$ cat config.mk
export PLATFORM = sky130hd
export DESIGN_NAME = modexp_2273
export DESIGN_NICKNAME = d
export VERILOG_FILES = /design/src/rtl/gf2273_pkg.sv /design/src/rtl/barret_for_2273.sv /design/src/rtl/modexp_2273.sv
export SDC_FILE = /design/constraint.sdc
export NUM_CORES = 1
export LEC_CHECK = 0
export ABC_CLOCK_PERIOD_IN_PS = 13100
export CAP_MARGIN = 10
export CORE_MARGIN = 2
export CORE_UTILIZATION = 35
export CTS_CLUSTER_SIZE = 16
export DETAILED_ROUTE_END_ITERATION = 7
export PLACE_DENSITY = 0.5
export SYNTH_ARGS = -nofsm -noshare
export SYNTH_HDL_FRONTEND = slang
export SYNTH_SLANG_ARGS = --single-unit
export TNS_END_PERCENT = 50
$ cat constraint.sdc
create_clock -name clk -period 13.1 [get_ports clk]
set_input_delay 1.965 -clock clk [delete_from_list [all_inputs] [get_ports clk]]
set_output_delay 1.965 -clock clk [all_outputs]
set_load 0.005 [all_outputs]
$ cat src/rtl/gf2273_pkg.sv
// Shared constants and FSM encoding for the GF(2273) exponentiator.
// Holds the modulus, operand/product widths and the state enum.
package gf2273_pkg;

    localparam int Q      = 2273;
    localparam int Q_W    = 12;
    localparam int PROD_W = 23;

    typedef enum logic [2:0] {
        S_IDLE,
        S_LOAD,
        S_SQ_M,
        S_SQ_R,
        S_ML_M,
        S_ML_R,
        S_DONE
    } state_t;

endpackage

$ cat src/rtl/barret_for_2273.sv
// Combinational Barrett reducer: dout_r = din_a mod 2273.
// Ports: din_a (23b product in), dout_r (12b remainder out).
module barret_for_2273
    import gf2273_pkg::*;
(
    input  logic [PROD_W-1:0] din_a,
    output logic [Q_W-1:0]    dout_r
);

    // m = floor(2^24 / 2273); the quotient estimate is at most one low,
    // so the remainder before correction is below 2*Q.
    localparam logic [35:0] M_BARRETT = 36'd7381;

    logic [11:0] w_q;
    logic [13:0] w_qq;
    logic [13:0] w_r0;
    logic [13:0] w_r1;

    assign w_q  = 12'(({13'b0, din_a} * M_BARRETT) >> 24);
    // Remainder fits 14 bits, so modulo-2^14 arithmetic is exact here.
    assign w_qq = 14'({2'b0, w_q} * 14'(Q));
    assign w_r0 = din_a[13:0] - w_qq;
    assign w_r1 = (w_r0 >= 14'(Q)) ? w_r0 - 14'(Q) : w_r0;
    assign dout_r = 12'((w_r1 >= 14'(Q)) ? w_r1 - 14'(Q) : w_r1);

endmodule

$ cat src/rtl/modexp_2273.sv
// Left-to-right square-and-multiply: result = base^exp mod 2273.
// Ports: clk, rst (sync, active-high), start, base, exp -> busy, done, result.
module modexp_2273
    import gf2273_pkg::*;
#(
    parameter int EXP_W = 12
) (
    input  logic             clk,
    input  logic             rst,
    input  logic             start,
    input  logic [Q_W-1:0]   base,
    input  logic [EXP_W-1:0] exp,
    output logic             busy,
    output logic             done,
    output logic [Q_W-1:0]   result
);

    localparam int IDX_W = (EXP_W > 1) ? $clog2(EXP_W) : 1;

    state_t r_state;
    state_t w_next;

    logic [EXP_W-1:0]  r_e;
    logic [IDX_W-1:0]  r_idx;
    logic [Q_W-1:0]    r_acc;
    logic [Q_W-1:0]    r_b_red;
    logic [PROD_W-1:0] r_prod;
    logic [Q_W-1:0]    r_result;

    logic [Q_W-1:0]    w_dout;
    logic [Q_W-1:0]    w_op;
    logic [PROD_W-1:0] w_mul;
    logic              w_bit_end;

    barret_for_2273 u_red (
        .din_a  (r_prod),
        .dout_r (w_dout)
    );

    // Single multiplier; its second operand is b_red only in ML_M.
    assign w_op  = (r_state == S_ML_M) ? r_b_red : r_acc;
    assign w_mul = {11'b0, r_acc} * {11'b0, w_op};

    always_ff @(posedge clk) begin
        if (rst) r_state <= S_IDLE;
        else     r_state <= w_next;
    end

    always_comb begin
        w_next    = r_state;
        w_bit_end = 1'b0;
        busy      = (r_state != S_IDLE);
        done      = (r_state == S_DONE);
        unique case (r_state)
            S_IDLE: if (start) w_next = S_LOAD;
            S_LOAD: w_next = S_SQ_M;
            S_SQ_M: w_next = S_SQ_R;
            S_SQ_R: begin
                if (r_e[r_idx]) begin
                    w_next = S_ML_M;
                end else begin
                    w_bit_end = 1'b1;
                    w_next = (r_idx == '0) ? S_DONE : S_SQ_M;
                end
            end
            S_ML_M: w_next = S_ML_R;
            S_ML_R: begin
                w_bit_end = 1'b1;
                w_next = (r_idx == '0) ? S_DONE : S_SQ_M;
            end
            S_DONE: w_next = S_IDLE;
            default: w_next = S_IDLE;
        endcase
    end

    always_ff @(posedge clk) begin
        if (rst) begin
            r_e      <= '0;
            r_idx    <= '0;
            r_acc    <= Q_W'(1);
            r_b_red  <= '0;
            r_prod   <= '0;
            r_result <= '0;
        end else begin
            unique case (r_state)
                S_IDLE: begin
                    if (start) begin
                        r_e    <= exp;
                        r_prod <= {11'b0, base};
                        r_acc  <= Q_W'(1);
                        r_idx  <= IDX_W'(EXP_W - 1);
                    end
                end
                S_LOAD: r_b_red <= w_dout;
                S_SQ_M: r_prod  <= w_mul;
                S_ML_M: r_prod  <= w_mul;
                S_SQ_R: r_acc   <= w_dout;
                S_ML_R: r_acc   <= w_dout;
                default: ;
            endcase
            // Last bit: the value going into acc is the final answer.
            if (w_bit_end) begin
                if (r_idx == '0) r_result <= w_dout;
                else             r_idx    <= r_idx - 1'b1;
            end
        end
    end

    assign result = r_result;

endmodule

==> impl_summary.txt, run 1 <==
----------------------------------------------------
[Die]
  Num rows ... 77
  Floorplan Core Area ... 0.0444 sq mm
  Vert. Die Dim ... 217 um
  Initial core utilization ... 0.356
  Area enclosed by the die boundary ... 0.0469 sq mm
  Chip width ... 217 um
  Number of primary I/O pins ... 41

[Logic synthesis]
  Count of state elements after synthesis ... 78
  Yosys cell types ... 79
  Cell count after synthesis ... 1819
  Post-synth EDFFs ... 0
  Share of async-settable or async-resettable flops after synthesis ... 0
  Avg Cell Area, Syn ... 8.69 sq um
  Sequential area share after synthesis ... 0.0987
  Post-Syn Area ... 0.0158 sq mm
  Number of nets produced by synthesis ... 2303
  Count of synthesis-stage warnings from yosys ... 0
  Primary FF master, synth ... dfxtp_1

[Timing]
  Number of max-slew violations in the final report ... 0
  Relative max-transition margin ... 0.210
  Sum of negative setup slack ... 0 ps
  Period utilization ... 0.939
  Setup skew after layout ... 23.1 ps
  Final critical path time including I/O delays and setup ... 12300 ps
  Measured slew at the worst slew-check pin ... 1150 ps
  Count of final hold-check violations ... 0
  Setup repair after global routing missed its margin ... no
  Total setup violations reported at the end of the flow ... 0
  Maximum achievable frequency ... 0.0813 GHz

[Run]
  Max cap viols ... 0

[Critical path]
  Crit path largest cell delay ... 720 ps
  Crit path required time ... 13380 ps
  Setup Crit Path Kind ... register to register
  Worst Setup End Kind ... register
  Critical path fanouts, max ... 15
  Critical path's most frequent cell ... fa_1
  Master of the slowest instance on the critical path ... dfxtp_1
  Critical path data arrival time ... 12580 ps
  Kind of start point of the critical path ... register

[Cells and area]
  Fraction of layout instances using a drive strength above 1 ... 0.0352
  Number of antenna diodes ... 0
  Non-Filler Cell Area, Final ... 0.0171 sq mm
  Final core utilization ... 0.385
  Area delta synth->final ... 8.12%
  Nets ... 2297

[Clock tree]
  Post-CTS setup buffer count ... 0
  Total of cells resized after clock tree synthesis ... 0
  Buffer type at the clock tree root ... clkbuf_16
  Sink Count ... 78
  Maximum clock path buffer count ... 2
  Total CTS buffers ... 9
  # H-tree levels ... 3
  TritonCTS clock tree ... done
  CTS Hold Bufs ... 0
  Clock-pin slew on the worst setup and hold paths ... 70 ps
  Clock latency on the worst-skew pair ... 380 ps

[Route]
  Wire length after detailed routing ... 41.8 mm
  Detailed-router iteration count before antenna repair ... 5
  Iter 0 DRT Violations ... 631
  Post-DR wirelength/cell ... 17.3 um
  Via count ... 12122
  DRC violations left ... 0
  Average via count per standard cell ... 5.03
  Routed Antenna Nets ... 0

[Global routing]
  Number of antenna violations at the first check in global routing ... 2
  Maximum number of pins on one net before global-route repair ... 56
  Global-route wire length before repair ... 68.7 mm
  Global routing usage summed across all routing layers ... 0.187
  Number of global-route vias before repair ... 12628
  Overflow left after global routing ... 0

[Status]
  Status ... finished, final reports clean

[Placement]
  HPWL after detailed placement ... 34.9 mm
  I/O Buffers ... 40
  Cell area reported after detailed placement ... 0.0168 sq mm
  Final estimated routing congestion in global placement ... 0.834

[Worst hold path]
  Hold Crit Class ... register to register

----------------------------------------------------
==> registers in the layout (all words and copies together) (netlist names) <==
register	cells
r_idx	4
r_acc	12
r_prod	23
result	12
r_b_red	12
r_state	3
r_e	12
==> routing by layer <==
| layer | global-route usage | vias up | wire length [um] |
|---|---|---|---|
| li1 | - | 5842 | - |
| met1 | 0.256 | 6039 | 19700 |
| met2 | 0.311 | 194 | 19600 |
| met3 | 0.0188 | 47 | 1280 |
| met4 | 0.0562 | 0 | 1130 |
| met5 | 0 | - | 0 |
==> cells in the final DEF, fill, tap and decap left out, types with 5 or more instances in the layout <==
cell             Yosys  routed
a31oi_1             16      16
a211oi_1            29      28
nand3b_1             9       9
o311ai_0             5       5
and3_1              14      14
nand3_1             19      19
nor2_1              82      82
or3_1                6       6
fa_1               235     235
dfxtp_1             78      78
inv_1              388     388
clkdlybuf4s50_1      0      39
and2_1              25      25
o22ai_1              8       8
clkbuf_16            0       9
mux2i_1             13      13
nor4_1               5       5
xor2_1              22      22
a21oi_1             61      60
o21ai_1              6       6
a21o_1              12      12
a22oi_1              8       8
a311oi_1             6       6
o21ai_0             54      54
ha_1               222     222
o21a_1              10      10
o211ai_1             7       7
nand2b_1            17      17
mux2_2              10      10
nor2b_1             35      35
nor3_1              31      31
buf_4                0      12
nand2_1            177     177
xnor2_1             53      53
==> cells by family after synthesis <==
| logic type | count (synthesis) | synth area share |
|---|---|---|
| buffers and inverters | 458 | 0.109 |
| AO/OA/AOI/OAI | 274 | 0.118 |
| adder cells (fa/ha/maj) | 457 | 0.473 |
| flip-flops | 78 | 0.0987 |
| XOR/XNOR | 78 | 0.0451 |
| AND/OR/NAND/NOR | 448 | 0.136 |
| multiplexers | 26 | 0.0196 |
==> final timing paths <==
| path | from | to | slack (ps) | cells past startpoint |
|---|---|---|---|---|
| max | r_prod[2]$_SDFFE_PP0P_ | result[1]$_SDFFE_PP0P_ | 800 | 38 |
| min | r_e[7]$_SDFFE_PP0P_ | r_e[7]$_SDFFE_PP0P_ | 450 | 2 |
| max reg2reg | r_prod[2]$_SDFFE_PP0P_ | result[1]$_SDFFE_PP0P_ | 800 | 38 |
| min reg2reg | r_e[7]$_SDFFE_PP0P_ | r_e[7]$_SDFFE_PP0P_ | 450 | 2 |
==> layout make-up <==
| type | count | area, sq um |
|---|---|---|
| repair buffers | 52 | 485 |
| inverters | 389 | 1460 |
| flip-flops and latches | 78 | 1560 |
| well taps | 592 | 741 |
| clock inverters | 7 | 90.1 |
| clock buffers | 9 | 225 |
| multi-input cells | 1283 | 12500 |
| fillers | 4573 | 27300 |
==> metrics by stage <==
stage | hold slack, ps | instances | setup WS, ps
after CTS | 457 | 2410 | 736
after detailed placement | 447 | 2394 | 763
after global routing | 474 | 2410 | 41.1
after global placement | 441 | 2394 | 1010
final | 455 | 2410 | 799
after floorplan | 433 | 1819 | 2180
==> critical path: cells and delay by family (launching register included) <==
family	cells	cell delay (ps)
DFF	1	720
adders and majority gates	12	5230
xor gates and xnor gates	7	2150
AOI/OAI and AO/OA	7	1840
muxes	1	410
and+or+nand+nor	6	1360
buffers and inverters	5	480
==> synthesized netlist by cell type, drive strengths merged (5+ instances only) <==
| master | n | area [sq um] |
|---|---|---|
| xnor2 | 54 | 480 |
| nand2b | 18 | 120 |
| nor4 | 5 | 31.3 |
| o21a | 10 | 75.1 |
| inv | 388 | 1460 |
| nand3 | 21 | 115 |
| xor2 | 23 | 209 |
| dfxtp | 78 | 1560 |
| fa | 235 | 4700 |
| o22ai | 8 | 50.1 |
| o21ai | 60 | 300 |
| nand3b | 9 | 67.6 |
| and2 | 25 | 156 |
| a311oi | 6 | 52.6 |
| nand2 | 177 | 664 |
| a21oi | 63 | 323 |
| a211oi | 30 | 238 |
| mux2 | 10 | 113 |
| nor2b | 35 | 219 |
| nor3 | 31 | 155 |
| mux2i | 13 | 130 |
| and3 | 14 | 87.6 |
| or3 | 6 | 37.5 |
| a31oi | 16 | 100 |
| o311ai | 6 | 60.1 |
| a21boi | 5 | 41.3 |
| nor2 | 83 | 314 |
| a21o | 12 | 90.1 |
| o211ai | 7 | 52.6 |
| clkbuf | 68 | 255 |
| ha | 222 | 2780 |
| a22oi | 8 | 60.1 |
Power of run 1 is not shown: default switching activity piles up to over one toggle a cycle in this logic, so the estimate is an artifact.
==> run 2: changes to the inputs <==
--- a/config.mk
+++ b/config.mk
@@ -12,6 +12,7 @@
 export CTS_CLUSTER_SIZE = 16
 export DETAILED_ROUTE_END_ITERATION = 7
 export PLACE_DENSITY = 0.5
+export SLEW_MARGIN = 20
 export SYNTH_ARGS = -nofsm -noshare
 export SYNTH_HDL_FRONTEND = slang
 export SYNTH_SLANG_ARGS = --single-unit
==> impl_summary.txt, run 2 (synthesized netlist as in run 1, its figures left out) <==
----------------------------------------------------
[Status]
  Status ... finished, final reports clean

[Critical path]
  Critical path fanouts, max ... 15 (unchanged)
  Number of cells on the worst reg-to-reg path ... 38 (unchanged)
  Master of the slowest instance on the critical path ... dfxtp_1
  Setup Crit Path Kind ... register to register
  FF-to-FF End ... result[1]$_SDFFE_PP0P_
  Slack of the worst reg-to-reg path ... 800 ps (about the same)
  Kind of start point of the critical path ... register
  Critical path's most frequent cell ... fa_1
  End point of the critical path ... result[1]$_SDFFE_PP0P_
  Critical path data arrival time ... 12580 ps (about the same)
  Crit path required time ... 13380 ps (about the same)
  Worst Setup End Kind ... register
  Crit path launch ... r_prod[2]$_SDFFE_PP0P_
  Worst R2R Start ... r_prod[2]$_SDFFE_PP0P_
  Crit path largest cell delay ... 710 ps (about the same)

[Clock tree]
  Clock latency on the worst-skew pair ... 380 ps (about the same)
  Clock-pin slew on the worst setup and hold paths ... 70 ps (about the same)
  Total CTS buffers ... 9 (unchanged)
  TritonCTS clock tree ... done
  CTS Hold Bufs ... 0 (unchanged)
  Post-CTS setup buffer count ... 0 (unchanged)
  Total of cells resized after clock tree synthesis ... 0 (unchanged)
  Maximum clock path buffer count ... 2 (unchanged)
  # H-tree levels ... 3 (unchanged)
  Buffer type at the clock tree root ... clkbuf_16
  Sink Count ... 78 (unchanged)

[Route]
  Detailed-router iteration count before antenna repair ... 5 (unchanged)
  Routed Antenna Nets ... 0 (unchanged)
  Post-DR wirelength/cell ... 17.3 um (about the same)
  Via count ... 12208 (+0.71%)
  DRC violations left ... 0 (unchanged)
  Wire length after detailed routing ... 41.8 mm (about the same)
  Iter 0 DRT Violations ... 654 (+3.6%)
  Average via count per standard cell ... 5.07 (+0.71%)

[Timing]
  Measured slew at the worst slew-check pin ... 1070 ps (-85.4 ps)
  Total setup violations reported at the end of the flow ... 0 (unchanged)
  Period utilization ... 0.939 (about the same)
  Relative max-transition margin ... 0.289 (+0.0789)
  Sum of negative setup slack ... 0 ps (unchanged)
  Setup repair after global routing missed its margin ... no
  Number of max-slew violations in the final report ... 0 (unchanged)
  Count of final hold-check violations ... 0 (unchanged)
  Maximum achievable frequency ... 0.0813 GHz (about the same)
  Final critical path time including I/O delays and setup ... 12300 ps (+1.26 ps)
  Setup skew after layout ... 21.6 ps (-1.52 ps)

[Cells and area]
  Number of antenna diodes ... 0 (unchanged)
  Most frequent cells in the layout ... inv_1, fa_1, ha_1
  Nets ... 2297 (unchanged)
  Largest reg by FF count ... r_prod
  Fraction of layout instances using a drive strength above 1 ... 0.0358 (+0.000550)
  Flip-flop count of the largest register after layout ... 23 (unchanged)
  Area delta synth->final ... 8.14% (about the same)
  Most common library cell in the layout ignoring fill and taps ... inv_1
  Filler cell count ... 4574 (+0.022%)

[Die]
  Floorplan Core Area ... 0.0444 sq mm (unchanged)
  Num rows ... 77 (unchanged)
  Number of primary I/O pins ... 41 (unchanged)
  Area enclosed by the die boundary ... 0.0469 sq mm (unchanged)
  Chip width ... 217 um (unchanged)
  Initial core utilization ... 0.356 (unchanged)
  Vert. Die Dim ... 217 um (unchanged)

[Worst hold path]
  Hold Crit Class ... register to register

[Placement]
  I/O Buffers ... 40 (unchanged)
  HPWL after detailed placement ... 34.9 mm (unchanged)
  Final estimated routing congestion in global placement ... 0.834 (unchanged)

[Global routing]
  Number of antenna violations at the first check in global routing ... 2 (unchanged)
  Overflow left after global routing ... 0 (unchanged)
  Global routing usage summed across all routing layers ... 0.187 (unchanged)
  Maximum number of pins on one net before global-route repair ... 56 (unchanged)
  Global-route wire length before repair ... 68.7 mm (unchanged)
  Number of global-route vias before repair ... 12628 (unchanged)

[Run]
  Max cap viols ... 0 (unchanged)

----------------------------------------------------
-- run 2: layout make-up --
class                      instances  area (sq um)  share of cell area
clock buffer                       9           225              0.0132
timing repair buffer              52           485              0.0284
tap                              592           741              0.0433
inverter                         389          1460              0.0854
clock inverter                     7          90.1             0.00527
multi-input combinational       1283         12500               0.733
sequential                        78          1560              0.0913
-- run 2: worst min-delay path by stage --
stage,from,slack [ps],to,depth (start not counted)
after floorplan,r_e[10]$_SDFFE_PP0P_,430,r_e[10]$_SDFFE_PP0P_,2
after global placement,r_e[3]$_SDFFE_PP0P_,440,r_e[3]$_SDFFE_PP0P_,2
after detailed placement,r_e[7]$_SDFFE_PP0P_,450,r_e[7]$_SDFFE_PP0P_,2
after CTS,r_e[7]$_SDFFE_PP0P_,460,r_e[7]$_SDFFE_PP0P_,2
after global routing,r_e[10]$_SDFFE_PP0P_,470,r_e[10]$_SDFFE_PP0P_,2
final,r_e[7]$_SDFFE_PP0P_,460,r_e[7]$_SDFFE_PP0P_,2
-- run 2: critical path: cells and delay by family, from the launching register on --
| kind | cells | cell delay (ps) |
|---|---|---|
| AOI/OAI and AO/OA | 7 | 1870 |
| xor gates and xnor gates | 7 | 2150 |
| adders and majority gates | 12 | 5230 |
| buffers and inverters | 5 | 480 |
| DFF | 1 | 710 |
| muxes | 1 | 410 |
| and+or+nand+nor | 6 | 1360 |
-- run 2: through the flow --
step                utilization  hold slack, ps  setup slack, ps  instance area, sq um  instances
floorplan                     -             433             2180                 15800       1819
global placement          0.378             441             1010                 16800       2394
detailed placement        0.378             447              763                 16800       2394
CTS                       0.385             457              736                 17100       2410
global route              0.385             474             41.1                 17100       2410
finish                    0.385             455              798                 17100       2410
-- run 2: per-layer routing --
metal  wire (um)  vias to the layer above  track usage
li1            -                     5846            -
met1       19600                     6076        0.256
met2       19600                      237        0.311
met3        1360                       49       0.0188
met4        1140                        0       0.0562
met5           0                        -            0
Power of run 2 is left out for the same reason.
==> run 3: changes to the inputs <==
--- a/config.mk
+++ b/config.mk
@@ -9,6 +9,7 @@
 export CAP_MARGIN = 10
 export CORE_MARGIN = 2
 export CORE_UTILIZATION = 35
+export CTS_CLUSTER_DIAMETER = 30
 export CTS_CLUSTER_SIZE = 16
 export DETAILED_ROUTE_END_ITERATION = 7
 export PLACE_DENSITY = 0.5
==> results of run 3 <==
Final layout, timing and power as in run 2 (identical DEF).
Power of run 3 is left out for the same reason.
==> patch 1 (flow settings as in run 1) <==
Change the parameter `EXP_W` from 12 to 18.
--- a/src/rtl/modexp_2273.sv
+++ b/src/rtl/modexp_2273.sv
@@ -5,3 +5,3 @@
 #(
-    parameter int EXP_W = 12
+    parameter int EXP_W = 18
 ) (
Interface: changed (resized exp); port bits go from 41 to 47. No check against the original RTL was run, so the function may have changed too.
==> patch 1 against run 1 <==
Cell area up 4.6%. Wire length grew 4.0%. Via count grew 6.0%. Worst setup slack improved by 0.034 ns. Synthesized area is 4.2% higher. Maximum frequency rose by 0.27%. Sequential share of layout area is 0.38 points higher. Sequential cell count rose by 7. Core utilization fell by 0.081 points. First-iteration DRC count grew 5.2%.
Power is not shown: default switching activity piles up to over one toggle a cycle in this logic, so the estimate is an artifact.
==> patch 1: results (changes against run 1) <==
* Status: complete, no violations
* Register area at 0.001702 mm2 (+9.0%)
* Non-clk invs at 390 (+0.26%)
* Fraction of area in multi-input gates at 0.7283 (-0.004767)
* Complex-gate fraction of the synthesized area at 0.1352 (+0.01744)
* #MultiIn Comb at 1366 (+6.5%)
* Crit. Startpoint: r_prod[3]$_SDFFE_PP0P_
* GRT Util Overall at 0.1836 (-0.003027)
* Share of layout cells above drive strength 1 at 0.04722 (+0.01202)
* Non-Clock Buffer Count at 70 (+35%)
* Synth Area in Adders at 0.4541 (-0.01904)
* First-pass GRT wire length at 72510 um (+5.5%)
* Post-synthesis sequential area ratio at 0.1033 (+0.004531)
* XOR/XNOR Fraction of Synth Area at 0.03858 (-0.006524)
* Slowest-stage cell, CP: a2111oi_1
* Routability-driven placement congestion ratio at 0.8524 (+2.2%)
* Clock buf/inv share at 0.01651 (-0.001931)
* R2R Setup Slk at 0.83 ns (+0.03 ns)
* Insertion delay to the later sink of the worst-skew pair at 0.36 ns (-0.02 ns)
* R2R Path End: result[8]$_SDFFE_PP0P_
* Crit-path max FO at 14 (-1)
* Layout filler cell count at 4766 (+4.2%)
* Reg2reg path depth at 41 (+7.9%)
* Clk sinks at 85 (+9.0%)
* Reg2reg start: r_prod[3]$_SDFFE_PP0P_
* CP peak stage delay at 0.66 ns (-0.06 ns)
* Number of diodes at 1 (+1)
* Mux contribution to synthesized area at 0.01504 (-0.004587)
* Nets at 2412 (+5.0%)
* Average wire per standard cell at 17.14 um (-1.1%)
* I/O Buffers at 46 (+15%)
* Layout non-clock buf frac at 0.03554 (+0.007146)
* Synth unique cells at 91 (+15%)
* Skew final at 0.01347 ns (-0.009611 ns)
* # clk buffers at 10 (+1)
* Half-perimeter wire length after placement at 36530 um (+4.8%)
* Vias in the first global route at 13421 (+6.3%)
* Drt via density at 5.069 (+0.79%)
* Worst Tran Pin Value at 1.159 ns (+0.006653 ns)
* Top cells by area, synth: fa_1, ha_1, dfxtp_1, inv_1, nand2_1
* Initial DRC Count at 664 (+5.2%)
* Post-synth top cells: inv_1, fa_1, nand2_1
* CP arrival at 12.48 ns (-0.10 ns)
[patch 1: cell types whose count changed after synthesis, moves of 7 or more]
cell and delta:
nand2_1 +58, dfxtp_1 +7, nand4_1 +8, a21oi_1 +12, a31oi_1 -7, o21ai_0 +8, o211ai_1 +11
[patch 1: timing repair]
action,4_1_cts,5_1_grt
resized for setup,0,3
setup endpoints to repair,0,3
buffers inserted,0,0
[patch 1: per-layer routing]
metal | track usage | share of wire
met2 | 0.3046 | 0.47
met3 | 0.02310 | 0.033
met5 | 0 | 0
met4 | 0.03442 | 0.017
met1 | 0.2576 | 0.48
[patch 1: how the worst min path moves through the flow]
stage | endpoint | from | cells after the start | slack (ns)
after CTS | r_e[14]$_SDFFE_PP0P_ | r_e[14]$_SDFFE_PP0P_ | 2 | 0.45
after detailed placement | r_e[14]$_SDFFE_PP0P_ | r_e[14]$_SDFFE_PP0P_ | 2 | 0.44
after floorplan | r_e[12]$_SDFFE_PP0P_ | r_e[12]$_SDFFE_PP0P_ | 2 | 0.43
final | r_e[17]$_SDFFE_PP0P_ | r_e[17]$_SDFFE_PP0P_ | 2 | 0.45
after global routing | r_e[14]$_SDFFE_PP0P_ | r_e[14]$_SDFFE_PP0P_ | 2 | 0.47
after global placement | r_e[14]$_SDFFE_PP0P_ | r_e[14]$_SDFFE_PP0P_ | 2 | 0.44
[patch 1: per-stage QoR]
stage	area, um2	hold slack [ns]	worst slack [ns]	utilization	cells
CTS	17860	0.4545	0.7819	0.3837	2534
finish	17880	0.4549	0.8326	0.3841	2535
floorplan	16480	0.4331	1.841	-	1915
global route	17880	0.4667	0.1032	0.3841	2535
detailed placement	17570	0.4444	0.8559	0.3773	2518
global placement	17570	0.4414	1.111	0.3773	2518
==> patch 2 (config.mk and constraints of run 1) <==
Without the edit above. Make the reset (`rst`) asynchronous in 2 clocked blocks.
--- a/src/rtl/modexp_2273.sv
+++ b/src/rtl/modexp_2273.sv
@@ -43,3 +43,3 @@
 
-    always_ff @(posedge clk) begin
+    always_ff @(posedge clk or posedge rst) begin
         if (rst) r_state <= S_IDLE;
@@ -75,3 +75,3 @@
 
-    always_ff @(posedge clk) begin
+    always_ff @(posedge clk or posedge rst) begin
         if (rst) begin
Function: differs if rst is asserted again (counterexample within 4 cycles, from zero or initial values and one cycle with rst high); with rst held inactive, the same outputs for 10 cycles.
==> patch 2 against run 1 <==
Cell count down 0.21%. Worst setup slack better by 0.47 ns. Wire length down 4.8%. Synthesized area up 1.5%. Critical endpoint is now result[9]$_DFFE_PP0P_. Sequential cell count unchanged. Cell area up 1.5%. Critical path type unchanged. Sequential share of layout area up 2.1 points. Highest routed layer unchanged.
Power is left out: the tool's default activity adds up to more than one toggle a clock period on the data nets, which glitch-free logic cannot reach.
==> patch 2: results (changes against run 1) <==
* Sequential share of cell area at 0.1126 (+0.02124)
* GRT Util Overall at 0.1761 (-0.01047)
* Fmax achieved at 0.08451 GHz (+4.0%)
* Status: complete, no violations
* Drt via density at 4.902 (-2.5%)
* Post-synth top cells: inv_1, fa_1, ha_1
* Synth unique cells at 85 (+7.6%)
* Non-clk invs at 394 (+1.3%)
* Clock buf/inv share at 0.01738 (-0.001062)
* Top cells by area, synth: fa_1, ha_1, dfrtp_1, inv_1, nand2_1
* Syn Nets at 2280 (-1.0%)
* Final wirelength at 39780 um (-4.8%)
* Worst Tran Pin Value at 1.063 ns (-0.08918 ns)
* #MultiIn Comb at 1269 (-1.1%)
* Multi-input logic area at 0.01240 mm2 (-1.0%)
* Syn Area/Cell at 8.935 um2 (+2.8%)
* Share of layout cells above drive strength 1 at 0.03878 (+0.003578)
* Post-place setup slack at 1.275 ns (+0.5124 ns)
* Half-perimeter wire length after placement at 33600 um (-3.6%)
* CP arrival at 12.03 ns (-0.55 ns)
* Layout non-clock buf frac at 0.02654 (-0.001856)
* Routability-driven placement congestion ratio at 0.8449 (+1.3%)
* Number of diodes at 0 (unchanged)
* Reg2reg start: r_prod[2]$_DFFE_PP0P_
* Post-synth ARST share at 1.000 (+1.000)
* Slowest-stage cell, CP: dfrtp_1
* Non-Clock Buffer Count at 48 (-7.7%)
* CP Capture Point: result[9]$_DFFE_PP0P_
* Average wire per standard cell at 16.54 um (-4.6%)
* Skew final at 0.01439 ns (-0.008689 ns)
* Reg2reg path depth at 40 (+5.3%)
* WHS Endpoint: r_e[6]$_DFFE_PP0P_
* Layout filler cell count at 4664 (+2.0%)
* Synth Flop Type: dfrtp_1
* Min-delay src: r_e[6]$_DFFE_PP0P_
* Placed Cells at 2389 (-0.21%)
* Largest net degree at the start of global routing at 78 (+39%)
* Pre-Repair DR Iteration Count at 5 (unchanged)
* Insertion delay to the later sink of the worst-skew pair at 0.35 ns (-0.03 ns)
* Initial antenna violation count at 0 (-2)
patch 2: changes by cell type in the layout (fill, tap and decap cells not counted), moves of 17 or more:
| cell | run 1 | this run |
|---|---|---|
| dfxtp_1 | 78 | 0 |
| dfrtp_1 | 0 | 77 |
| nand2_1 | 177 | 215 |
| nor2b_1 | 35 | 14 |
| o21ai_1 | 6 | 27 |
| nor2_1 | 82 | 62 |
| a211oi_1 | 28 | 11 |
patch 2: per-layer routing:
layer / track usage / share of wire / vias to the layer above
li1: - / - / 5754
met1: 0.2560 / 0.50 / 5880
met2: 0.2880 / 0.47 / 135
met3: 0.01962 / 0.027 / 20
met4: 0.02472 / 0.011 / 0
met5: 0 / 0 / -
patch 2: cell families (layout without fill, tap and decap cells):
group,count (synthesis),after routing,share of synthesized area
AOI/OAI and AO/OA,277,277,0.1148
muxes,27,27,0.02012
DFF,78,78,0.1217
adders and majority gates,457,457,0.4662
buffers and inverters,449,458,0.1063
xor gates and xnor gates,73,73,0.04491
and+or+nand+nor,435,435,0.1259
patch 2: through the flow:
step | area (um2) | hold slack [ns]
global route | 17350 | 0.5145
detailed placement | 17050 | 0.4577
finish | 17350 | 0.4745
floorplan | 16050 | 0.4403
CTS | 17350 | 0.4808
global placement | 17050 | 0.4561
patch 2: critical path: cells and delay by family, from the launching register on:
kind,cells,cell delay [ns]
AOI/OAI and AO/OA,10,2.93
xor gates and xnor gates,4,1.16
adders and majority gates,12,4.51
buffers and inverters,6,0.53
DFF,1,0.74
muxes,1,0.26
and+or+nand+nor,7,1.55
